### src/rtl/b14_viper_core.sv
// b14_viper_core: accumulator-style Viper subset core.
// Fetches a 31-bit instruction, optionally fetches a memory operand, then
// executes a compare, ALU, jump or store against reg0..reg2, the PC (reg3)
// and the condition flag B.
//
//   state  | meaning
//   -------+-----------------------------------------------------------
//   FETCH  | drive PC onto addr with rd=1, drop any pending wr
//   LOAD   | latch IR from datai, bump PC, immediate or operand address
//   OPND   | latch memory operand m from datai
//   EXEC   | compare into B, or ALU result into register / PC / memory
module b14_viper_core (
    input  logic        clock,
    input  logic        reset,
    input  logic [30:0] datai,
    output logic [19:0] addr,
    output logic [30:0] datao,
    output logic        rd,
    output logic        wr,
    input  logic        __obs
);

    typedef enum logic [1:0] {
        S_FETCH = 2'd0,
        S_LOAD  = 2'd1,
        S_OPND  = 2'd2,
        S_EXEC  = 2'd3
    } state_t;

    state_t      state_q, state_d;
    logic [30:0] reg_q [4];
    logic [30:0] reg_d [4];
    logic [30:0] ir_q, ir_d;
    logic [30:0] m_q, m_d;
    logic        b_q, b_d;
    logic [19:0] addr_q, addr_d;
    logic [30:0] datao_q, datao_d;
    logic        rd_q, rd_d;
    logic        wr_q, wr_d;

    logic [30:0] r;
    logic [30:0] r_low;
    logic [30:0] y;
    logic        cond;

    // The debug observation input deliberately has no functional effect.
    logic unused_obs;
    assign unused_obs = __obs;

    // Operand / store address: tail alone, or tail indexed by reg1 / reg2.
    function automatic logic [19:0] eff_addr(input logic [1:0]  mf,
                                             input logic [18:0] tail,
                                             input logic [19:0] r1,
                                             input logic [19:0] r2);
        logic [19:0] base;
        base = {1'b0, tail};
        case (mf)
            2'd2:    eff_addr = base + r1;
            2'd3:    eff_addr = base + r2;
            default: eff_addr = base;
        endcase
    endfunction

    // Execute datapath: source operand, compare condition and ALU result.
    always_comb begin
        r     = reg_q[ir_q[30:29]];
        r_low = {1'b0, r[29:0]};
        cond  = 1'b0;
        y     = r;
        case (ir_q[21:19])
            3'd0: cond = (r < m_q);
            3'd1: cond = (r >= m_q);
            3'd2: cond = (r == m_q);
            3'd3: cond = (r != m_q);
            3'd4: cond = (r <= m_q);
            3'd5: cond = (r > m_q);
            3'd6: cond = (r_low < m_q);
            default: cond = (r_low >= m_q);
        endcase
        case (ir_q[22:19])
            4'd0:    y = m_q;
            4'd1:    y = r + m_q;
            4'd2:    y = r - m_q;
            4'd3:    y = r & m_q;
            4'd4:    y = r | m_q;
            4'd5:    y = r ^ m_q;
            4'd6:    y = ~m_q;
            4'd7:    y = {r[29:0], 1'b0};
            4'd8:    y = {1'b0, r[30:1]};
            4'd9:    y = m_q + 31'd1;
            default: y = r;
        endcase
    end

    // Sequencer: next state and next value of every architectural register.
    always_comb begin
        state_d = state_q;
        ir_d    = ir_q;
        m_d     = m_q;
        b_d     = b_q;
        addr_d  = addr_q;
        datao_d = datao_q;
        rd_d    = rd_q;
        wr_d    = wr_q;
        for (int i = 0; i < 4; i++) reg_d[i] = reg_q[i];

        case (state_q)
            S_FETCH: begin
                addr_d  = reg_q[3][19:0];
                rd_d    = 1'b1;
                wr_d    = 1'b0;
                state_d = S_LOAD;
            end
            S_LOAD: begin
                ir_d     = datai;
                rd_d     = 1'b0;
                reg_d[3] = reg_q[3] + 31'd1;
                if (datai[28:27] == 2'd0) begin
                    m_d     = {12'd0, datai[18:0]};
                    state_d = S_EXEC;
                end else begin
                    addr_d  = eff_addr(datai[28:27], datai[18:0],
                                       reg_q[1][19:0], reg_q[2][19:0]);
                    rd_d    = 1'b1;
                    state_d = S_OPND;
                end
            end
            S_OPND: begin
                m_d     = datai;
                rd_d    = 1'b0;
                state_d = S_EXEC;
            end
            S_EXEC: begin
                state_d = S_FETCH;
                if (ir_q[23]) begin
                    b_d = ir_q[22] ? (cond | b_q) : cond;
                end else begin
                    case (ir_q[26:24])
                        3'd0:    reg_d[0] = y;
                        3'd1:    reg_d[1] = y;
                        3'd2:    reg_d[2] = y;
                        3'd3:    reg_d[3] = y;
                        3'd4:    if (b_q)  reg_d[3] = y;
                        3'd5:    if (!b_q) reg_d[3] = y;
                        3'd6: begin
                            addr_d  = eff_addr(ir_q[28:27], ir_q[18:0],
                                               reg_q[1][19:0], reg_q[2][19:0]);
                            datao_d = r;
                            wr_d    = 1'b1;
                        end
                        default: ;
                    endcase
                end
            end
            default: state_d = S_FETCH;
        endcase
    end

    // State and register file update; reset aborts any instruction in flight.
    always_ff @(posedge clock or negedge reset) begin
        if (!reset) begin
            state_q <= S_FETCH;
            ir_q    <= '0;
            m_q     <= '0;
            b_q     <= 1'b0;
            addr_q  <= '0;
            datao_q <= '0;
            rd_q    <= 1'b0;
            wr_q    <= 1'b0;
            for (int i = 0; i < 4; i++) reg_q[i] <= '0;
        end else begin
            state_q <= state_d;
            ir_q    <= ir_d;
            m_q     <= m_d;
            b_q     <= b_d;
            addr_q  <= addr_d;
            datao_q <= datao_d;
            rd_q    <= rd_d;
            wr_q    <= wr_d;
            for (int i = 0; i < 4; i++) reg_q[i] <= reg_d[i];
        end
    end

    assign addr  = addr_q;
    assign datao = datao_q;
    assign rd    = rd_q;
    assign wr    = wr_q;

endmodule

### config.mk
export PLATFORM = sky130hd
export DESIGN_NAME = b14_viper_core
export DESIGN_NICKNAME = d
export VERILOG_FILES = /design/src/rtl/b14_viper_core.sv
export SDC_FILE = /design/constraint.sdc
export NUM_CORES = 1
export LEC_CHECK = 0
export BUFFER_PORTS_ARGS = -buffer_cell sky130_fd_sc_hd__buf_2
export CORE_ASPECT_RATIO = 1.75
export CORE_UTILIZATION = 55
export CTS_CLUSTER_DIAMETER = 100
export DETAILED_ROUTE_END_ITERATION = 8
export PLACE_DENSITY = 0.72
export SKIP_CTS_REPAIR_TIMING = 1
export SLEW_MARGIN = 25
export SYNTH_ARGS = -nofsm -noshare
export SYNTH_HDL_FRONTEND = slang
export SYNTH_SLANG_ARGS = --single-unit
### constraint.sdc
create_clock -name clock -period 6.6 [get_ports clock]
set_input_delay 0.99 -clock clock [delete_from_list [all_inputs] [get_ports clock]]
set_output_delay 0.99 -clock clock [all_outputs]
set_load 0.1 [all_outputs]
==> results.md <==
* Status: finished, final reports clean
* GP Congestion at between 1 and 1.5
* Final Worst Setup Slack at 1239 ps
* Initial antenna violation count at 0
* Post-synthesis async set-or-reset flop share at between 90% and 100%
* Reg area at 6057 sq um
* Post-synth net total at between 2000 and 3000
* Synth Register Bits at 242
* Mapped Cells at 2303
* First-pass GRT wire length at around 110000 um
* Max Freq at 186.5 MHz
* Post-route ant nets at 0
* Sequential area share after synthesis at 30.11%
* Critical path, cell by cell: nand2b_1 -> nor2_2 -> and2_1 -> buf_4 -> nor2_1 -> ha_1 -> o2111ai_1 -> a211oi_1 -> o311ai_1 -> buf_4 -> a2111o_1 -> a21boi_1 -> o2111ai_1 -> mux2i_1 -> a32oi_1 -> a221o_1
* Largest net degree at the start of global routing at 151
* Final setup TNS at 0 ps
* Layout cell share with drive strength beyond 1 at 17.62%
* Worst-Margin Slew at 1043 ps
* RSZ-0062 raised after global routing: no
* CP max stage delay at 690 ps
* Routed WL at 68810 um
* IO Count at 87
* CP max stage cell: dfrtp_1
* Total Nets Final at between 2000 and 3000
* EDFF count, synth at 0
* IO buf count at 85
* Via density per instance at 6.645
* Layout area overhead at 9.474%
* Clock Tree Buf Depth at 3
* Max Used Layer: met4
* # fillers at 3122
* Final period util at 81.22%
* Worst hold-check path type: in2async
* 1st-pass router iterations at 8
* # clock sinks at roughly 240
* Full die area at 37370 sq um
* Die Height at roughly 250 um
* Critical Path AT at 5810 ps
* Core outline area at 36030 sq um
* Initial Util at 55.83%
* Final Skew at 21.72 ps
* Pre-CTS setup slack at 1322 ps
* Routed len/inst at between 20 and 25 um
* Kind of start point of the critical path: register
* DR vias at around 19000
* FF-to-FF End: reg_q[30]
* CTS clk-pin slew, worst paths at 70 ps
* DR iter-0 viols at 1364
* Slew margin rel. at between 30 and 40%
* WP data required at slightly above 7000 ps
* Tmin final at 5361 ps
* Worst reg2reg setup slack at about 1200 ps
* Reg-to-Reg Start: ir_q[20]
* WL met3 at 3381 um
* YS warnings at 0
* DRC at 0
* All-Layer GR Usage at 36.92%
* Crit end category: register
* Vias in the first global route at 19339
* Detailed Place HPWL at roughly 52000 um
* Fin. max-slew vios at 0
* Synth Cell Area at 20110 sq um
* Met2 WL at 35320 um
* Root Buffer Master: clkbuf_16
* Setup Crit Path Kind: reg2reg
* Cts bufs inserted at 26
* Avg Cell Area, Syn at slightly below 9 sq um
* Cell variety after synth at just under 90
* Endpoints failing hold at 0
* Clk_lat worst skew at about 570 ps
* Rows at 92
* Cells on worst reg2reg path at 16
* Ys flop type: dfrtp_1
* M1 WL at 24870 um
* Die W at roughly 150 um
* Final setup violation count at 0
* Area of the multi-input gates at 13220 sq um
* Total gr overflow at 0
* Crit path max fanout at 23
* Htree depth at 1
* CTS tree: built
* Max-cap violations at 0
[cell families after synthesis]
kind of cell / count (synthesis) / synth area share (%)
and+or+nand+nor: 711 / 16.58
AOI/OAI and AO/OA: 659 / 21.44
DFF: 242 / 30.11
buffers and inverters: 239 / 4.572
muxes: 212 / 13.36
adders and majority gates: 179 / 11.28
xor gates and xnor gates: 61 / 2.656
[area by class of cell]
class / instances / share of cell area [%]
diodes: 1 / 0.01136
flip-flops and latches: 242 / 27.51
well taps: 470 / 2.671
clock buffers: 36 / 3.495
inverters: 112 / 1.909
clock inverters: 10 / 0.6137
multi-input cells: 1822 / 60.03
repair buffers: 133 / 3.762
[layer usage]
metal	global-route usage, %	vias to the layer above
met3	3.850	298
met2	66.90	787
met5	0	-
li1	-	8549
met4	28.66	0
met1	39.33	9145
[placed cells by master, fill, tap and decap left out, types with 15 or more instances in the layout]
cell | Yosys | final
inv_1 | 112 | 112
mux4_2 | 29 | 29
a221oi_1 | 35 | 35
nor4_1 | 16 | 15
a21o_1 | 23 | 23
o21ai_0 | 177 | 177
a31oi_1 | 35 | 35
mux2i_1 | 21 | 21
ha_1 | 175 | 173
a211oi_1 | 21 | 21
nor3_1 | 53 | 49
clkbuf_16 | 0 | 27
o31ai_1 | 21 | 21
nand4_1 | 17 | 17
nand2_1 | 243 | 242
a22oi_1 | 41 | 41
mux2_2 | 162 | 162
nand3_1 | 50 | 50
buf_4 | 1 | 46
a21oi_1 | 144 | 143
and3_1 | 17 | 17
nor2b_1 | 22 | 22
dfrtp_1 | 242 | 241
xnor2_1 | 49 | 49
or3_1 | 15 | 15
nand2b_1 | 17 | 17
buf_2 | 3 | 84
nor2_1 | 193 | 189
o2111ai_1 | 15 | 15
[registers in the layout (all words and copies together) (netlist names)]
| signal | count |
|---|---|
| wr | 1 |
| addr | 20 |
| rd | 1 |
| ir_q | 31 |
| state_q | 2 |
| m_q | 31 |
| datao | 31 |
| b_q | 1 |
| reg_q | 124 |
[worst max path at each step]
stage          slack, ps  depth (start not counted)        end  startpoint
2_1_floorplan       2060                         13        b_q    ir_q[29]
3_3_place_gp        1400                         13  reg_q[55]    ir_q[29]
3_5_place_dp        1320                         13  reg_q[86]    ir_q[29]
4_1_cts             1310                         16  reg_q[86]    ir_q[20]
5_1_grt              850                         16  reg_q[55]    ir_q[20]
6_report            1240                         16  reg_q[30]    ir_q[20]
[synthesized netlist by cell type, drive strengths merged, types with 6 or more instances]
library cell / n / area (sq um)
nand2b: 18 / 120.1
a21o: 23 / 172.7
mux2i: 21 / 210.2
nor3b: 8 / 60.06
o221a: 7 / 78.82
o211ai: 11 / 82.58
or3: 16 / 105.1
o21bai: 13 / 97.59
xor2: 12 / 105.1
or2: 12 / 75.08
o21a: 13 / 97.59
ha: 175 / 2190
and4: 6 / 52.55
o2111ai: 15 / 131.4
o221ai: 8 / 70.07
a31oi: 35 / 219.0
nand3: 50 / 250.2
nand4: 17 / 106.4
a221o: 11 / 110.1
nor2b: 22 / 137.6
nor4: 16 / 100.1
o21ai: 181 / 905.9
buf: 18 / 90.08
dfrtp: 242 / 6056
xnor2: 49 / 429.2
o41ai: 9 / 86.34
a22oi: 41 / 307.8
nor3: 54 / 275.3
o22ai: 7 / 43.79
inv: 112 / 420.4
nor2: 195 / 742.0
mux4: 29 / 653.1
o31ai: 21 / 157.7
mux2: 162 / 1824
a211oi: 21 / 157.7
a221oi: 35 / 306.5
a32oi: 9 / 78.83
nand2: 243 / 912.1
clkbuf: 109 / 409.1
and3: 18 / 113.9
and2: 12 / 75.07
nand3b: 7 / 52.55
o311ai: 6 / 52.56
a21oi: 144 / 720.7
[per-stage QoR]
step	instances	hold WS [ps]	instance area, sq um	util [%]
after floorplan	2303	441.4	20110	-
after global placement	2778	453.9	21080	58.51
after detailed placement	2779	462.4	21110	58.60
after CTS	2825	471.7	22020	61.11
after global routing	2825	465.6	22020	61.11
final	2826	387.7	22020	61.12
[worst max-delay path: cells and delay by family, from the launching register on]
kind            cells  cell delay [ps]
flops               1              690
compound gates      8             2380
simple gates        4             1100
fa+ha+maj           1              380
buf+inv             2              470
mux                 1              220
Power is left out: the tool's default activity adds up to more than one toggle a clock period on the data nets, which glitch-free logic cannot reach.
